### src/rtl/uart_rgb_ctrl_pkg.sv
// Shared definitions for the UART RGB duty controller: default frame header,
// FSM state encodings and the bit-period helper.
package uart_rgb_ctrl_pkg;

  localparam logic [7:0] SYNC_BYTE_DEF = 8'hA5;

  typedef enum logic [1:0] {
    RX_IDLE  = 2'd0,
    RX_START = 2'd1,
    RX_DATA  = 2'd2,
    RX_STOP  = 2'd3
  } rx_state_t;

  typedef enum logic [1:0] {
    P_WAIT_SYNC = 2'd0,
    P_GET_R     = 2'd1,
    P_GET_G     = 2'd2,
    P_GET_B     = 2'd3
  } parse_state_t;

  // Clocks spent on one serial bit (integer division, rounds down).
  function automatic int calc_clocks_per_bit(input int clock_freq, input int baud);
    return clock_freq / baud;
  endfunction

endpackage

### src/rtl/uart_rgb_ctrl_uart_rx.sv
// 8N1 UART receiver: two-flop input synchronizer, start-bit glitch rejection,
// LSB-first data capture and stop-bit check. Pulses are one clock wide.
module uart_rx
  import uart_rgb_ctrl_pkg::*;
#(
  parameter int CLOCKS_PER_BIT = 86
) (
  input  logic       clk,
  input  logic       rst,
  input  logic       i_rxd,
  output logic [7:0] o_rx_byte,
  output logic       o_byte_valid,
  output logic       o_byte_err
);

  localparam int CNT_W = (CLOCKS_PER_BIT > 1) ? $clog2(CLOCKS_PER_BIT) : 1;
  localparam logic [CNT_W-1:0] HALF_LAST = CNT_W'(CLOCKS_PER_BIT / 2 - 1);
  localparam logic [CNT_W-1:0] BIT_LAST  = CNT_W'(CLOCKS_PER_BIT - 1);

  logic             r_sync1;
  logic             r_sync2;
  logic             r_prev;
  rx_state_t        r_state;
  rx_state_t        w_state_nxt;
  logic [CNT_W-1:0] r_cnt;
  logic [CNT_W-1:0] w_cnt_nxt;
  logic [2:0]       r_bit_idx;
  logic [2:0]       w_bit_idx_nxt;
  logic [7:0]       r_shift;
  logic [7:0]       w_shift_nxt;
  logic             r_byte_valid;
  logic             w_byte_valid_nxt;
  logic             r_byte_err;
  logic             w_byte_err_nxt;

  // Bring the asynchronous line into the clock domain; idle level is high.
  always_ff @(posedge clk) begin
    if (rst) begin
      r_sync1 <= 1'b1;
      r_sync2 <= 1'b1;
      r_prev  <= 1'b1;
    end else begin
      r_sync1 <= i_rxd;
      r_sync2 <= r_sync1;
      r_prev  <= r_sync2;
    end
  end

  // Receiver state register.
  always_ff @(posedge clk) begin
    if (rst) begin
      r_state      <= RX_IDLE;
      r_cnt        <= '0;
      r_bit_idx    <= 3'd0;
      r_shift      <= 8'h00;
      r_byte_valid <= 1'b0;
      r_byte_err   <= 1'b0;
    end else begin
      r_state      <= w_state_nxt;
      r_cnt        <= w_cnt_nxt;
      r_bit_idx    <= w_bit_idx_nxt;
      r_shift      <= w_shift_nxt;
      r_byte_valid <= w_byte_valid_nxt;
      r_byte_err   <= w_byte_err_nxt;
    end
  end

  // Next-state logic: start bit re-checked at mid-bit, data and stop bits one bit-time apart.
  always_comb begin
    w_state_nxt      = r_state;
    w_cnt_nxt        = r_cnt;
    w_bit_idx_nxt    = r_bit_idx;
    w_shift_nxt      = r_shift;
    w_byte_valid_nxt = 1'b0;
    w_byte_err_nxt   = 1'b0;
    case (r_state)
      RX_IDLE: begin
        w_cnt_nxt     = '0;
        w_bit_idx_nxt = 3'd0;
        if (r_prev && !r_sync2) begin
          w_state_nxt = RX_START;
        end else begin
          w_state_nxt = RX_IDLE;
        end
      end
      RX_START: begin
        if (r_cnt == HALF_LAST) begin
          w_cnt_nxt = '0;
          if (!r_sync2) begin
            w_state_nxt = RX_DATA;
          end else begin
            w_state_nxt = RX_IDLE;   // too short to be a start bit
          end
        end else begin
          w_cnt_nxt = r_cnt + CNT_W'(1);
        end
      end
      RX_DATA: begin
        if (r_cnt == BIT_LAST) begin
          w_cnt_nxt   = '0;
          w_shift_nxt = {r_sync2, r_shift[7:1]};
          if (r_bit_idx == 3'd7) begin
            w_bit_idx_nxt = 3'd0;
            w_state_nxt   = RX_STOP;
          end else begin
            w_bit_idx_nxt = r_bit_idx + 3'd1;
          end
        end else begin
          w_cnt_nxt = r_cnt + CNT_W'(1);
        end
      end
      RX_STOP: begin
        if (r_cnt == BIT_LAST) begin
          w_cnt_nxt   = '0;
          w_state_nxt = RX_IDLE;
          if (r_sync2) begin
            w_byte_valid_nxt = 1'b1;
          end else begin
            w_byte_err_nxt = 1'b1;
          end
        end else begin
          w_cnt_nxt = r_cnt + CNT_W'(1);
        end
      end
      default: begin
        w_state_nxt = RX_IDLE;
        w_cnt_nxt   = '0;
      end
    endcase
  end

  assign o_rx_byte    = r_shift;
  assign o_byte_valid = r_byte_valid;
  assign o_byte_err   = r_byte_err;

endmodule

### src/rtl/uart_rgb_ctrl.sv
// UART frame parser: sync/R/G/B frames update the three duty outputs at once,
// with a one-cycle valid strobe; incomplete frames are dropped after a timeout.
module uart_rgb_ctrl
  import uart_rgb_ctrl_pkg::*;
#(
  parameter int         CLOCK_FREQ     = 10_000_000,
  parameter int         BAUD           = 115200,
  parameter int         CLOCKS_PER_BIT = calc_clocks_per_bit(CLOCK_FREQ, BAUD),
  parameter logic [7:0] SYNC_BYTE      = SYNC_BYTE_DEF,
  parameter int         TIMEOUT_CLKS   = 16 * CLOCKS_PER_BIT
) (
  input  logic       clk,
  input  logic       rst,
  input  logic       serial_rxd,
  output logic [7:0] duty_red,
  output logic [7:0] duty_green,
  output logic [7:0] duty_blue,
  output logic       duty_valid,
  output logic       frame_err
);

  localparam int TO_W = $clog2(TIMEOUT_CLKS + 1);
  localparam logic [TO_W-1:0] TO_LAST = TO_W'(TIMEOUT_CLKS - 1);

  logic [7:0]   w_rx_byte;
  logic         w_byte_valid;
  logic         w_byte_err;
  logic         w_timeout;
  parse_state_t r_pstate;
  parse_state_t w_pstate_nxt;
  logic [7:0]   r_r_tmp;
  logic [7:0]   w_r_tmp_nxt;
  logic [7:0]   r_g_tmp;
  logic [7:0]   w_g_tmp_nxt;
  logic [TO_W-1:0] r_to_cnt;
  logic [TO_W-1:0] w_to_cnt_nxt;
  logic [7:0]   w_red_nxt;
  logic [7:0]   w_green_nxt;
  logic [7:0]   w_blue_nxt;
  logic         w_duty_valid_nxt;
  logic         w_frame_err_nxt;

  uart_rx #(
    .CLOCKS_PER_BIT(CLOCKS_PER_BIT)
  ) u_rx (
    .clk         (clk),
    .rst         (rst),
    .i_rxd       (serial_rxd),
    .o_rx_byte   (w_rx_byte),
    .o_byte_valid(w_byte_valid),
    .o_byte_err  (w_byte_err)
  );

  // Parser state, partial colour bytes, timeout counter and registered outputs.
  always_ff @(posedge clk) begin
    if (rst) begin
      r_pstate   <= P_WAIT_SYNC;
      r_r_tmp    <= 8'h00;
      r_g_tmp    <= 8'h00;
      r_to_cnt   <= '0;
      duty_red   <= 8'h00;
      duty_green <= 8'h00;
      duty_blue  <= 8'h00;
      duty_valid <= 1'b0;
      frame_err  <= 1'b0;
    end else begin
      r_pstate   <= w_pstate_nxt;
      r_r_tmp    <= w_r_tmp_nxt;
      r_g_tmp    <= w_g_tmp_nxt;
      r_to_cnt   <= w_to_cnt_nxt;
      duty_red   <= w_red_nxt;
      duty_green <= w_green_nxt;
      duty_blue  <= w_blue_nxt;
      duty_valid <= w_duty_valid_nxt;
      frame_err  <= w_frame_err_nxt;
    end
  end

  // Frame sequencing; a received byte takes priority over a coincident timeout.
  always_comb begin
    w_pstate_nxt     = r_pstate;
    w_r_tmp_nxt      = r_r_tmp;
    w_g_tmp_nxt      = r_g_tmp;
    w_red_nxt        = duty_red;
    w_green_nxt      = duty_green;
    w_blue_nxt       = duty_blue;
    w_duty_valid_nxt = 1'b0;
    w_frame_err_nxt  = w_byte_err;
    w_timeout        = (r_pstate != P_WAIT_SYNC) && (r_to_cnt == TO_LAST);

    if (w_byte_valid || (r_pstate == P_WAIT_SYNC)) begin
      w_to_cnt_nxt = '0;
    end else begin
      w_to_cnt_nxt = r_to_cnt + TO_W'(1);
    end

    if (w_byte_err) begin
      w_pstate_nxt = P_WAIT_SYNC;
    end else if (w_byte_valid) begin
      case (r_pstate)
        P_WAIT_SYNC: begin
          if (w_rx_byte == SYNC_BYTE) begin
            w_pstate_nxt = P_GET_R;
          end else begin
            w_pstate_nxt = P_WAIT_SYNC;
          end
        end
        P_GET_R: begin
          w_r_tmp_nxt  = w_rx_byte;
          w_pstate_nxt = P_GET_G;
        end
        P_GET_G: begin
          w_g_tmp_nxt  = w_rx_byte;
          w_pstate_nxt = P_GET_B;
        end
        P_GET_B: begin
          w_red_nxt        = r_r_tmp;
          w_green_nxt      = r_g_tmp;
          w_blue_nxt       = w_rx_byte;
          w_duty_valid_nxt = 1'b1;
          w_pstate_nxt     = P_WAIT_SYNC;
        end
        default: begin
          w_pstate_nxt = P_WAIT_SYNC;
        end
      endcase
    end else if (w_timeout) begin
      w_pstate_nxt = P_WAIT_SYNC;
    end else begin
      w_pstate_nxt = r_pstate;
    end
  end

endmodule
### config.mk
export PLATFORM = sky130hd
export DESIGN_NAME = uart_rgb_ctrl
export DESIGN_NICKNAME = d
export VERILOG_FILES = /design/src/rtl/uart_rgb_ctrl_pkg.sv /design/src/rtl/uart_rgb_ctrl_uart_rx.sv /design/src/rtl/uart_rgb_ctrl.sv
export SDC_FILE = /design/constraint.sdc
export NUM_CORES = 1
export LEC_CHECK = 0
export CAP_MARGIN = 20
export CORE_ASPECT_RATIO = 1.1
export CORE_MARGIN = 2
export CORE_UTILIZATION = 56
export CTS_CLUSTER_DIAMETER = 120
export DETAILED_ROUTE_END_ITERATION = 12
export PLACE_DENSITY = 0.83
export SYNTH_ARGS = -nofsm -noshare
export SYNTH_HDL_FRONTEND = slang
export SYNTH_SLANG_ARGS = --single-unit
### constraint.sdc
create_clock -name clk -period 2.1 [get_ports clk]
set_clock_uncertainty 0.2 [all_clocks]
set_input_delay 0.315 -clock clk [delete_from_list [all_inputs] [get_ports clk]]
set_output_delay 0.315 -clock clk [all_outputs]
set_load 0.005 [all_outputs]
==> impl_metrics.tcl, run 1 <==
set metrics [dict create \
    status "completed" \
    synth-seq-cells 80 \
    holdWs_ns 0.0982 \
    setup_tns_ns 0 \
    max_slew_margin_pct 60.4 \
    synth_area_per_cell_sq_um 9.26 \
    hold_path.class "primary input to flip-flop" \
    finalSetupViolations 0 \
    die_w_microns 76.5 \
    grt.total_usage_pct 21.3 \
    syn-instance-count 350 \
    path_buf_inv 1 \
    path_max_fanout 9 \
    leakagePower_nw 1.38 \
    nets 389 \
    cts.sinks 80 \
    seq_area_frac_synth_pct 49.4 \
    peakVddDrop_uv 376 \
    path_cells "inv_1 -> ha_1 -> or3_2 -> a21oi_1" \
    firstDrtPassIters 4 \
    worstSkewPairLatency_ns 0.34 \
    core-area_sq_um 5700 \
    grt_pass1_vias 2496 \
    synth_area_sq_um 3240 \
    ctsLongestPathBuffers 2 \
    r2r_setup_slack_ns 0.33 \
    rsz0062_at_grt "false" \
    hold_viol 0 \
    path_class "flip-flop to flip-flop" \
    grt_max_degree 33 \
    place.gp.congestion 0.749 \
    layout_min_cycle_time_ns 1.77 \
    fp.dieH_microns 83.8 \
    syn-num-nets 363 \
    overflow 0 \
    drive_gt1_share_pct 9.19 \
    drt-initial-drc-count 92 \
    post_synth_num_cell_types 53 \
    hold_depth 2 \
    ioPinCount 29 \
    cp_slowest_cell "or3_2" \
    wire_per_inst_microns 13.4 \
    postLayoutCoreUtil_pct 66.5 \
    startpoint "r_pstate[0]$_SDFFE_PP0P_" \
    diodes 0 \
    maxSlewViolCount 0 \
    maxCapViolCount 0 \
    worst-r2r-cell-count 4 \
    grt_antenna_before_repair 0 \
    vias 2545 \
    wl_microns 6130 \
    post-route-period-util_pct 84.5 \
    dieArea_sq_um 6410 \
    fillers 471 \
    synthToLayoutAreaGrowth_pct 16.9 \
    r2r-start "r_pstate[0]$_SDFFE_PP0P_" \
    cts_buffers 9 \
    max_freq_mhz 564 \
    start_util_pct 56.9 \
    cts.clk_slew.worst_paths_ns 0.08 \
    holdBufCountCts 0 \
    crit_path_start_kind "flip-flop" \
    holdPathEnd "u_rx.r_cnt[5]$_SDFF_PP0_" \
    cts_root_buf "clkbuf_8" \
    viasPerCell 5.56 \
    ant_nets 0 \
    ys_warn_count 0 \
    tightest_slew_ns 0.590 \
    rows 29 \
    worstHoldStart "rst" \
    numPortBuffers 28 \
    dpl.hpwl_microns 4300 \
    path_delay_family "simple AND/OR/NAND/NOR gates" \
    cts-resized-gates 0 \
    drc_errors 0 \
    crit_required_ns 2.17 \
    max_stage_delay_ns 0.60 \
    cts_tree "done" \
    r2r_end "r_to_cnt[8]$_SDFF_PP0_" \
    grt_pass1_wl_microns 11000 \
    p_per_area_nw_per_um2 731 \
    arrival_ns 1.84 \
    post-cts-setup-buffers 0 \
    cp-end-kind "flip-flop" \
    htreeDepth 3 \
]
## flip-flops by register name (all words and copies together), names as in the netlist, 2 cells and up, named ones only
| name | count |
|---|---|
| r_to_cnt | 11 |
| duty_blue | 8 |
| duty_green | 8 |
| duty_red | 8 |
| r_g_tmp | 8 |
| r_r_tmp | 8 |
| u_rx.o_rx_byte | 8 |
| u_rx.r_cnt | 7 |
| u_rx.r_bit_idx | 3 |
| r_pstate | 2 |
## final cells by class
class                           count  area, sq um  area share (%)
Clock inverter                      5         81.3            2.15
Sequential cell                    80         1600            42.3
Multi-Input combinational cell    241         1510            39.7
Inverter                            9         33.8           0.891
Timing Repair Buffer               35          340            8.98
Tap cell                           77         96.3            2.54
Clock buffer                       11          131            3.47
## cells in the final DEF (no fill, tap or decap), drive strengths merged, types with 8 or more instances in the layout
cell type	synthesis	final
dfxtp	80	80
inv	9	9
a21oi	37	37
clkdlybuf4s50	0	27
nand2	54	54
o21ai	16	16
nand3	13	13
ha	10	10
nor2	23	23
buf	14	8
mux2i	17	17
clkbuf	6	11
## cells by family after synthesis
group	Yosys count	synth area share (%)
mux	18	5.60
simple gates	135	21.9
buf+inv	29	4.13
compound gates	72	13.4
flops	80	49.4
fa+ha+maj	10	3.86
xor+xnor	6	1.62
## layer usage
| metal | vias up | global-route usage [%] | routed length, microns |
|---|---|---|---|
| met5 | - | 0 | 0 |
| met4 | 0 | 10.1 | 108 |
| met3 | 11 | 4.98 | 167 |
| met2 | 36 | 37.7 | 3170 |
| met1 | 1219 | 24.2 | 2680 |
| li1 | 1279 | - | - |
## how the worst max path moves through the flow
stage | cells after the start | slack, ns | endpoint
after floorplan | 5 | 0.48 | r_to_cnt[9]$_SDFF_PP0_
after global placement | 4 | 0.44 | r_to_cnt[5]$_SDFF_PP0_
after detailed placement | 4 | 0.33 | r_to_cnt[8]$_SDFF_PP0_
after CTS | 4 | 0.33 | r_to_cnt[8]$_SDFF_PP0_
after global routing | 4 | 0.21 | u_rx.r_bit_idx[0]$_SDFFE_PP0P_
final | 4 | 0.33 | r_to_cnt[8]$_SDFF_PP0_
## where the power goes
part | internal (mW) | total (mW) | switching, mW
Clock | 0.670 | 1.20 | 0.531
Sequential | 1.52 | 1.52 | 0.00360
Combinational | 0.0160 | 0.0453 | 0.0292
## Yosys cell counts, drive strengths merged
| library cell | instances | share of area [%] |
|---|---|---|
| a211oi | 5 | 1.2 |
| a21oi | 37 | 5.7 |
| a221oi | 2 | 0.93 |
| a22o | 2 | 0.54 |
| a311oi | 1 | 0.27 |
| a31o | 1 | 0.27 |
| a32o | 1 | 0.31 |
| a41oi | 2 | 0.54 |
| and2 | 2 | 0.39 |
| and3b | 1 | 0.27 |
| and4b | 1 | 0.31 |
| and4bb | 1 | 0.39 |
| buf | 14 | 2.4 |
| clkbuf | 6 | 0.73 |
| dfxtp | 80 | 49 |
| ha | 10 | 3.9 |
| inv | 9 | 1.0 |
| mux2 | 1 | 0.35 |
| mux2i | 17 | 5.3 |
| nand2 | 54 | 6.3 |
| nand2b | 3 | 0.58 |
| nand3 | 13 | 2.2 |
| nand3b | 3 | 0.69 |
| nand4 | 3 | 0.77 |
| nand4b | 1 | 0.46 |
| nand4bb | 4 | 1.4 |
| nor2 | 23 | 2.7 |
| nor2b | 3 | 0.58 |
| nor3 | 4 | 0.62 |
| nor3b | 2 | 0.46 |
| nor4 | 3 | 0.58 |
| nor4b | 1 | 0.46 |
| nor4bb | 1 | 0.31 |
| o21ai | 16 | 2.5 |
| o21bai | 1 | 0.23 |
| o2bb2ai | 1 | 0.27 |
| o31a | 1 | 0.27 |
| o31ai | 2 | 0.46 |
| or2 | 3 | 0.58 |
| or3 | 7 | 1.5 |
| or4 | 1 | 0.23 |
| or4b | 1 | 0.31 |
| xnor2 | 3 | 0.81 |
| xor2 | 3 | 0.81 |
## metrics by stage
stage                     worst slack, ns  instance area, sq um  power (mW)  std cells
after floorplan                     0.479                  3240        1.59        350
after global placement              0.438                  3580        1.60        442
after detailed placement            0.331                  3580        1.60        442
after CTS                           0.330                  3790        2.79        458
after global routing                0.206                  3790        2.86        458
final                               0.326                  3790        2.77        458
Note: power is estimated with default switching activity, not from simulation.
==> inputs of run 2 (changes only) <==
==> constraint.sdc (replaced) <==
create_clock -name clk -period 1.8 [get_ports clk]
set_clock_uncertainty 0.2 [all_clocks]
set_input_delay 0.27 -clock clk [delete_from_list [all_inputs] [get_ports clk]]
set_output_delay 0.27 -clock clk [all_outputs]
set_load 0.005 [all_outputs]
==> run 2 against run 1 <==
  * Die area is the same
  * Sequential share of layout area is essentially flat
  * Clock power shrank 4%
  * Combinational power grew 29%
  * Flip-flop and latch count is the same
  * Utilization is essentially flat
  * Wire length shrank 0.85%
  * Setup slack lost 0.24 ns
  * Register-to-register slack lost 0.24 ns
  * Fmax grew 3.4%
  * Count of clock-buffer cells in the layout is the same
==> impl_metrics.tcl, run 2 (same netlist as run 1, synthesis figures left out) <==
set metrics [dict create \
    setup_tns_ns 0 \
    worst-r2r-cell-count 5 \
    dpl.hpwl_microns 4180 \
    cts_buffers 9 \
    clock_power_share_pct 38.5 \
    ant_nets 0 \
    cts_root_buf "clkbuf_8" \
    largest_reg_flops 11 \
    seqPwrFrac_pct 59.6 \
    hold_path.class "primary input to flip-flop" \
    startpoint "r_pstate[0]$_SDFFE_PP0P_" \
    diodes 0 \
    layout_min_cycle_time_ns 1.72 \
    numPortBuffers 28 \
    nets 394 \
    overflow 0 \
    synthToLayoutAreaGrowth_pct 17.0 \
    drive_gt1_share_pct 10.6 \
    path_buf_inv 1 \
    cts.clk_slew.worst_paths_ns 0.08 \
    peakVddDrop_uv 458 \
    crit_cells 5 \
    maxSlewViolCount 0 \
    internal-power_mw 2.33 \
    max_stage_delay_ns 0.39 \
    path_cells "inv_1 -> ha_1 -> nand4bb_1 -> o31a_1 -> a32o_1" \
    path_class "flip-flop to flip-flop" \
    finalPower_mw 2.98 \
    crit_required_ns 1.83 \
    tightest_slew_ns 0.383 \
    final_cell_mix "dfxtp_1, nand2_1, a21oi_1" \
    firstDrtPassIters 4 \
    rsz0062_at_grt "false" \
    post-route-period-util_pct 95.4 \
    r2r_end "r_pstate[1]$_SDFFE_PP0P_" \
    status "completed" \
    pre_cts_ws_ns 0.0692 \
    viasPerCell 5.52 \
    drt-initial-drc-count 160 \
    vias 2556 \
    final_common_cell "dfxtp_1" \
    max_slew_margin_pct 74.2 \
    netSwitchingFraction_pct 22.0 \
    r2r-start "r_pstate[0]$_SDFFE_PP0P_" \
    htreeDepth 3 \
    switchingPower_mw 0.656 \
    core-area_sq_um 5700 \
    holdWs_ns 0.0447 \
    worstSkewPairLatency_ns 0.34 \
    dieArea_sq_um 6410 \
    crit_path_start_kind "flip-flop" \
    combPwrFrac_pct 2.0 \
    arrival_ns 1.75 \
    rows 29 \
    grt.total_usage_pct 20.3 \
    drc_errors 0 \
    start_util_pct 56.9 \
    worstSetupEndpoint "r_pstate[1]$_SDFFE_PP0P_" \
    ioPinCount 29 \
    cts_tree "done" \
    grt_antenna_before_repair 0 \
    grt_pass1_vias 2491 \
    wl_microns 6080 \
    finalSetupViolations 0 \
    fp.dieH_microns 83.8 \
    fillers 491 \
    hold_viol 0 \
    top_register "r_to_cnt" \
    cts.sinks 80 \
    postLayoutCoreUtil_pct 66.6 \
    p_per_area_nw_per_um2 787 \
    r2r_setup_slack_ns 0.08 \
    grt_max_degree 42 \
    leakagePower_nw 1.38 \
    path_max_fanout 5 \
    cp-end-kind "flip-flop" \
    grt_pass1_wl_microns 10600 \
    ctsLongestPathBuffers 2 \
    path_delay_family "compound AO/OA/AOI/OAI gates" \
    cp_slowest_cell "dfxtp_1" \
    maxCapViolCount 0 \
    die_w_microns 76.5 \
    place.gp.congestion 0.728 \
    wire_per_inst_microns 13.1 \
    finalWorstSetupSlack_ns 0.0835 \
    max_freq_mhz 583 \
]
## run 2: worst reg2reg max path: stages (launching register included)
cell and delay, ns:
dfxtp_1 0.39, inv_1 0.08, ha_1 0.25, nand4bb_1 0.19, o31a_1 0.28, a32o_1 0.22
## run 2: timing repair
item                       in CTS  in global routing
gates resized for setup         0                  1
setup endpoints to repair       0                  9
hold buffers                    0                  0
setup buffers                   0                  0
## run 2: layout make-up
| type | instances | area, sq um | share of cell area [%] |
|---|---|---|---|
| inverters | 9 | 33.8 | 0.891 |
| multi-input cells | 241 | 1510 | 39.8 |
| repair buffers | 40 | 378 | 9.96 |
| flip-flops and latches | 80 | 1600 | 42.2 |
| clock inverters | 5 | 32.5 | 0.858 |
| well taps | 77 | 96.3 | 2.54 |
| clock buffers | 11 | 141 | 3.73 |
## run 2: metal layers
metal | wire [microns] | track usage [%]
met5 | 0 | 0
met4 | 98 | 10.9
met3 | 255 | 4.00
met2 | 3040 | 35.9
met1 | 2680 | 22.9
## run 2: worst min path at each step
stage                                  startpoint                      end  cells past startpoint
final                                         rst   u_rx.r_prev$_SDFF_PP1_                      2
after global routing                          rst   u_rx.r_prev$_SDFF_PP1_                      2
after detailed placement  u_rx.r_sync1$_SDFF_PP1_  u_rx.r_sync2$_SDFF_PP1_                      1
after global placement    u_rx.r_sync1$_SDFF_PP1_  u_rx.r_sync2$_SDFF_PP1_                      1
after CTS                                     rst   u_rx.r_prev$_SDFF_PP1_                      2
after floorplan                        serial_rxd  u_rx.r_sync1$_SDFF_PP1_                      1
## run 2: per-stage QoR
stage / cell area [sq um] / cells
final: 3790 / 463
after CTS: 3790 / 463
after detailed placement: 3610 / 447
after global placement: 3610 / 447
after floorplan: 3240 / 350
after global routing: 3790 / 463
## run 2: power groups by stage
stage	registers (mW)	clock network, mW	logic (mW)
after global routing	1.78	1.25	0.0645
after CTS	1.78	1.17	0.0581
after global placement	1.82	0	0.0558
after floorplan	1.82	0	0.0367
after detailed placement	1.82	0	0.0577
final	1.78	1.15	0.0583
==> inputs of run 3 (changes only) <==
--- a/config.mk
+++ b/config.mk
@@ -8,10 +8,10 @@
 export CAP_MARGIN = 20
 export CORE_ASPECT_RATIO = 1.1
 export CORE_MARGIN = 2
-export CORE_UTILIZATION = 56
+export CORE_UTILIZATION = 45
 export CTS_CLUSTER_DIAMETER = 120
 export DETAILED_ROUTE_END_ITERATION = 12
-export PLACE_DENSITY = 0.83
+export PLACE_DENSITY = 0.7
 export SYNTH_ARGS = -nofsm -noshare
 export SYNTH_HDL_FRONTEND = slang
 export SYNTH_SLANG_ARGS = --single-unit
==> run 3 against run 2 <==
  * Cell area is 2.1% higher
  * Highest routed layer unchanged
  * Combinational power fell by 4.6%
  * Fmax increased by 0.47%
  * Critical path type is now primary input to flip-flop
==> impl_metrics.tcl, run 3 (same netlist as run 1, synthesis figures left out) <==
set metrics [dict create \
    dpl.hpwl_microns 4230 \
    met2_length_microns 3150 \
    worstHoldStart "u_rx.r_sync1$_SDFF_PP1_" \
    cts_buffers 9 \
    max_freq_mhz 585 \
    crit_required_ns 1.86 \
    path_class "primary input to flip-flop" \
    place_area_sq_um 3630 \
    htreeDepth 3 \
    diodes 0 \
    layout_min_cycle_time_ns 1.71 \
    ioPinCount 29 \
    peakVddDrop_uv 588 \
    die_w_microns 84.9 \
    drc_errors 0 \
    fp.dieH_microns 93 \
    post-route-cell-area_sq_um 3870 \
    cts_root_buf "clkbuf_8" \
    post-cts-setup-buffers 0 \
    cp_slowest_cell "or4b_1" \
    max_slew_margin_pct 67.8 \
    highest_layer "met4" \
    vias 2534 \
    drt-initial-drc-count 137 \
    fillers 633 \
    grt.total_usage_pct 17.1 \
    holdPathEnd "u_rx.r_sync2$_SDFF_PP1_" \
    tightest_slew_ns 0.483 \
    dieArea_sq_um 7900 \
    path_cells "dlygate4sd3_1 -> buf_2 -> or2_1 -> or4b_1 -> o31ai_1" \
    hold_depth 1 \
    overflow 0 \
    grt_pass1_wl_microns 10900 \
    firstDrtPassIters 4 \
    numPortBuffers 28 \
    place.gp.congestion 0.821 \
    maxSlewViolCount 0 \
    wl_microns 6330 \
    largest_reg_flops 11 \
    cp-end-kind "flip-flop" \
    start_util_pct 46.3 \
    worstSkewPairLatency_ns 0.34 \
    leakagePower_nw 1.41 \
    instances_no_fill 474 \
    regArea_sq_um 1600 \
    crit_path_start_kind "primary input" \
    cts.clk_slew.worst_paths_ns 0.08 \
    multi_input_area_sq_um 1520 \
    hold_viol 0 \
    finalPower_mw 3.27 \
    p_per_area_nw_per_um2 846 \
    grt_pass1_vias 2368 \
    hold_path.class "flip-flop to flip-flop" \
    met3WireLength_microns 173 \
    r2r_setup_slack_ns 0.11 \
    maxCapViolCount 0 \
    top_register "r_to_cnt" \
    core-area_sq_um 7010 \
    r2r-start "r_pstate[1]$_SDFFE_PP0P_" \
    viasPerCell 5.35 \
    final_common_cell "dfxtp_1" \
    grt_antenna_before_repair 0 \
    grt_max_degree 49 \
    setup_tns_ns 0 \
    synthToLayoutAreaGrowth_pct 19.5 \
    wire_per_inst_microns 13.4 \
    arrival_ns 1.77 \
    final_cell_mix "dfxtp_1, nand2_1, a21oi_1" \
    r2r_end "r_pstate[1]$_SDFFE_PP0P_" \
    cts_tree "done" \
    ctsLongestPathBuffers 2 \
    wl_met1_microns 2910 \
    status "completed" \
    placed_cells 457 \
    postLayoutCoreUtil_pct 55.3 \
    post-route-period-util_pct 94.9 \
    path_buf_inv 2 \
    ant_nets 0 \
    drive_gt1_share_pct 11.8 \
    finalSetupViolations 0 \
    worst-r2r-cell-count 5 \
    path_max_fanout 3 \
    path_delay_family "simple AND/OR/NAND/NOR gates" \
    rows 32 \
    max_stage_delay_ns 0.53 \
    nets 397 \
    cts.sinks 80 \
]
[run 3: metal layers]
metal | GRT usage [%] | vias to the layer above
met5 | 0 | -
met4 | 5.95 | 0
met3 | 4.59 | 9
met2 | 28.4 | 43
met1 | 21.5 | 1191
li1 | - | 1291
[run 3: worst max path at each step]
stage,endpoint,startpoint,cells past startpoint
3_5_place_dp,r_to_cnt[5]$_SDFF_PP0_,r_pstate[0]$_SDFFE_PP0P_,4
4_1_cts,r_to_cnt[3]$_SDFF_PP0_,r_pstate[0]$_SDFFE_PP0P_,4
5_1_grt,r_pstate[1]$_SDFFE_PP0P_,r_pstate[1]$_SDFFE_PP0P_,5
3_3_place_gp,r_to_cnt[5]$_SDFF_PP0_,r_pstate[0]$_SDFFE_PP0P_,4
6_report,flip-flop,rst,5
2_1_floorplan,r_to_cnt[9]$_SDFF_PP0_,r_pstate[0]$_SDFFE_PP0P_,5
[run 3: power by group]
group          leakage [nW]  internal (mW)  switching, mW
Combinational         0.662         0.0203         0.0353
Clock                 0.103          0.789          0.653
Sequential            0.645           1.77        0.00400
[run 3: cell type report]
type | count | area share [%]
inverter | 9 | 0.873
sequential | 80 | 41.4
clock inverter | 6 | 2.39
clock buffer | 10 | 3.30
timing repair buffer | 43 | 10.1
tap | 85 | 2.75
multi-input combinational | 241 | 39.2
[run 3: through the flow]
step,hold WS (ns),worst slack [ns]
4_1_cts,0.220,0.0394
2_1_floorplan,0.174,0.179
5_1_grt,0.242,-0.0259
3_3_place_gp,0.192,0.139
3_5_place_dp,0.200,0.0648
6_report,0.216,0.0915
[run 3: what timing repair did]
item | 4_1_cts | 5_1_grt
resized for setup | 0 | 4
endpoints found under the setup margin | 0 | 13
hold buffers | 1 | 0
hold endpoints to repair | 1 | 0
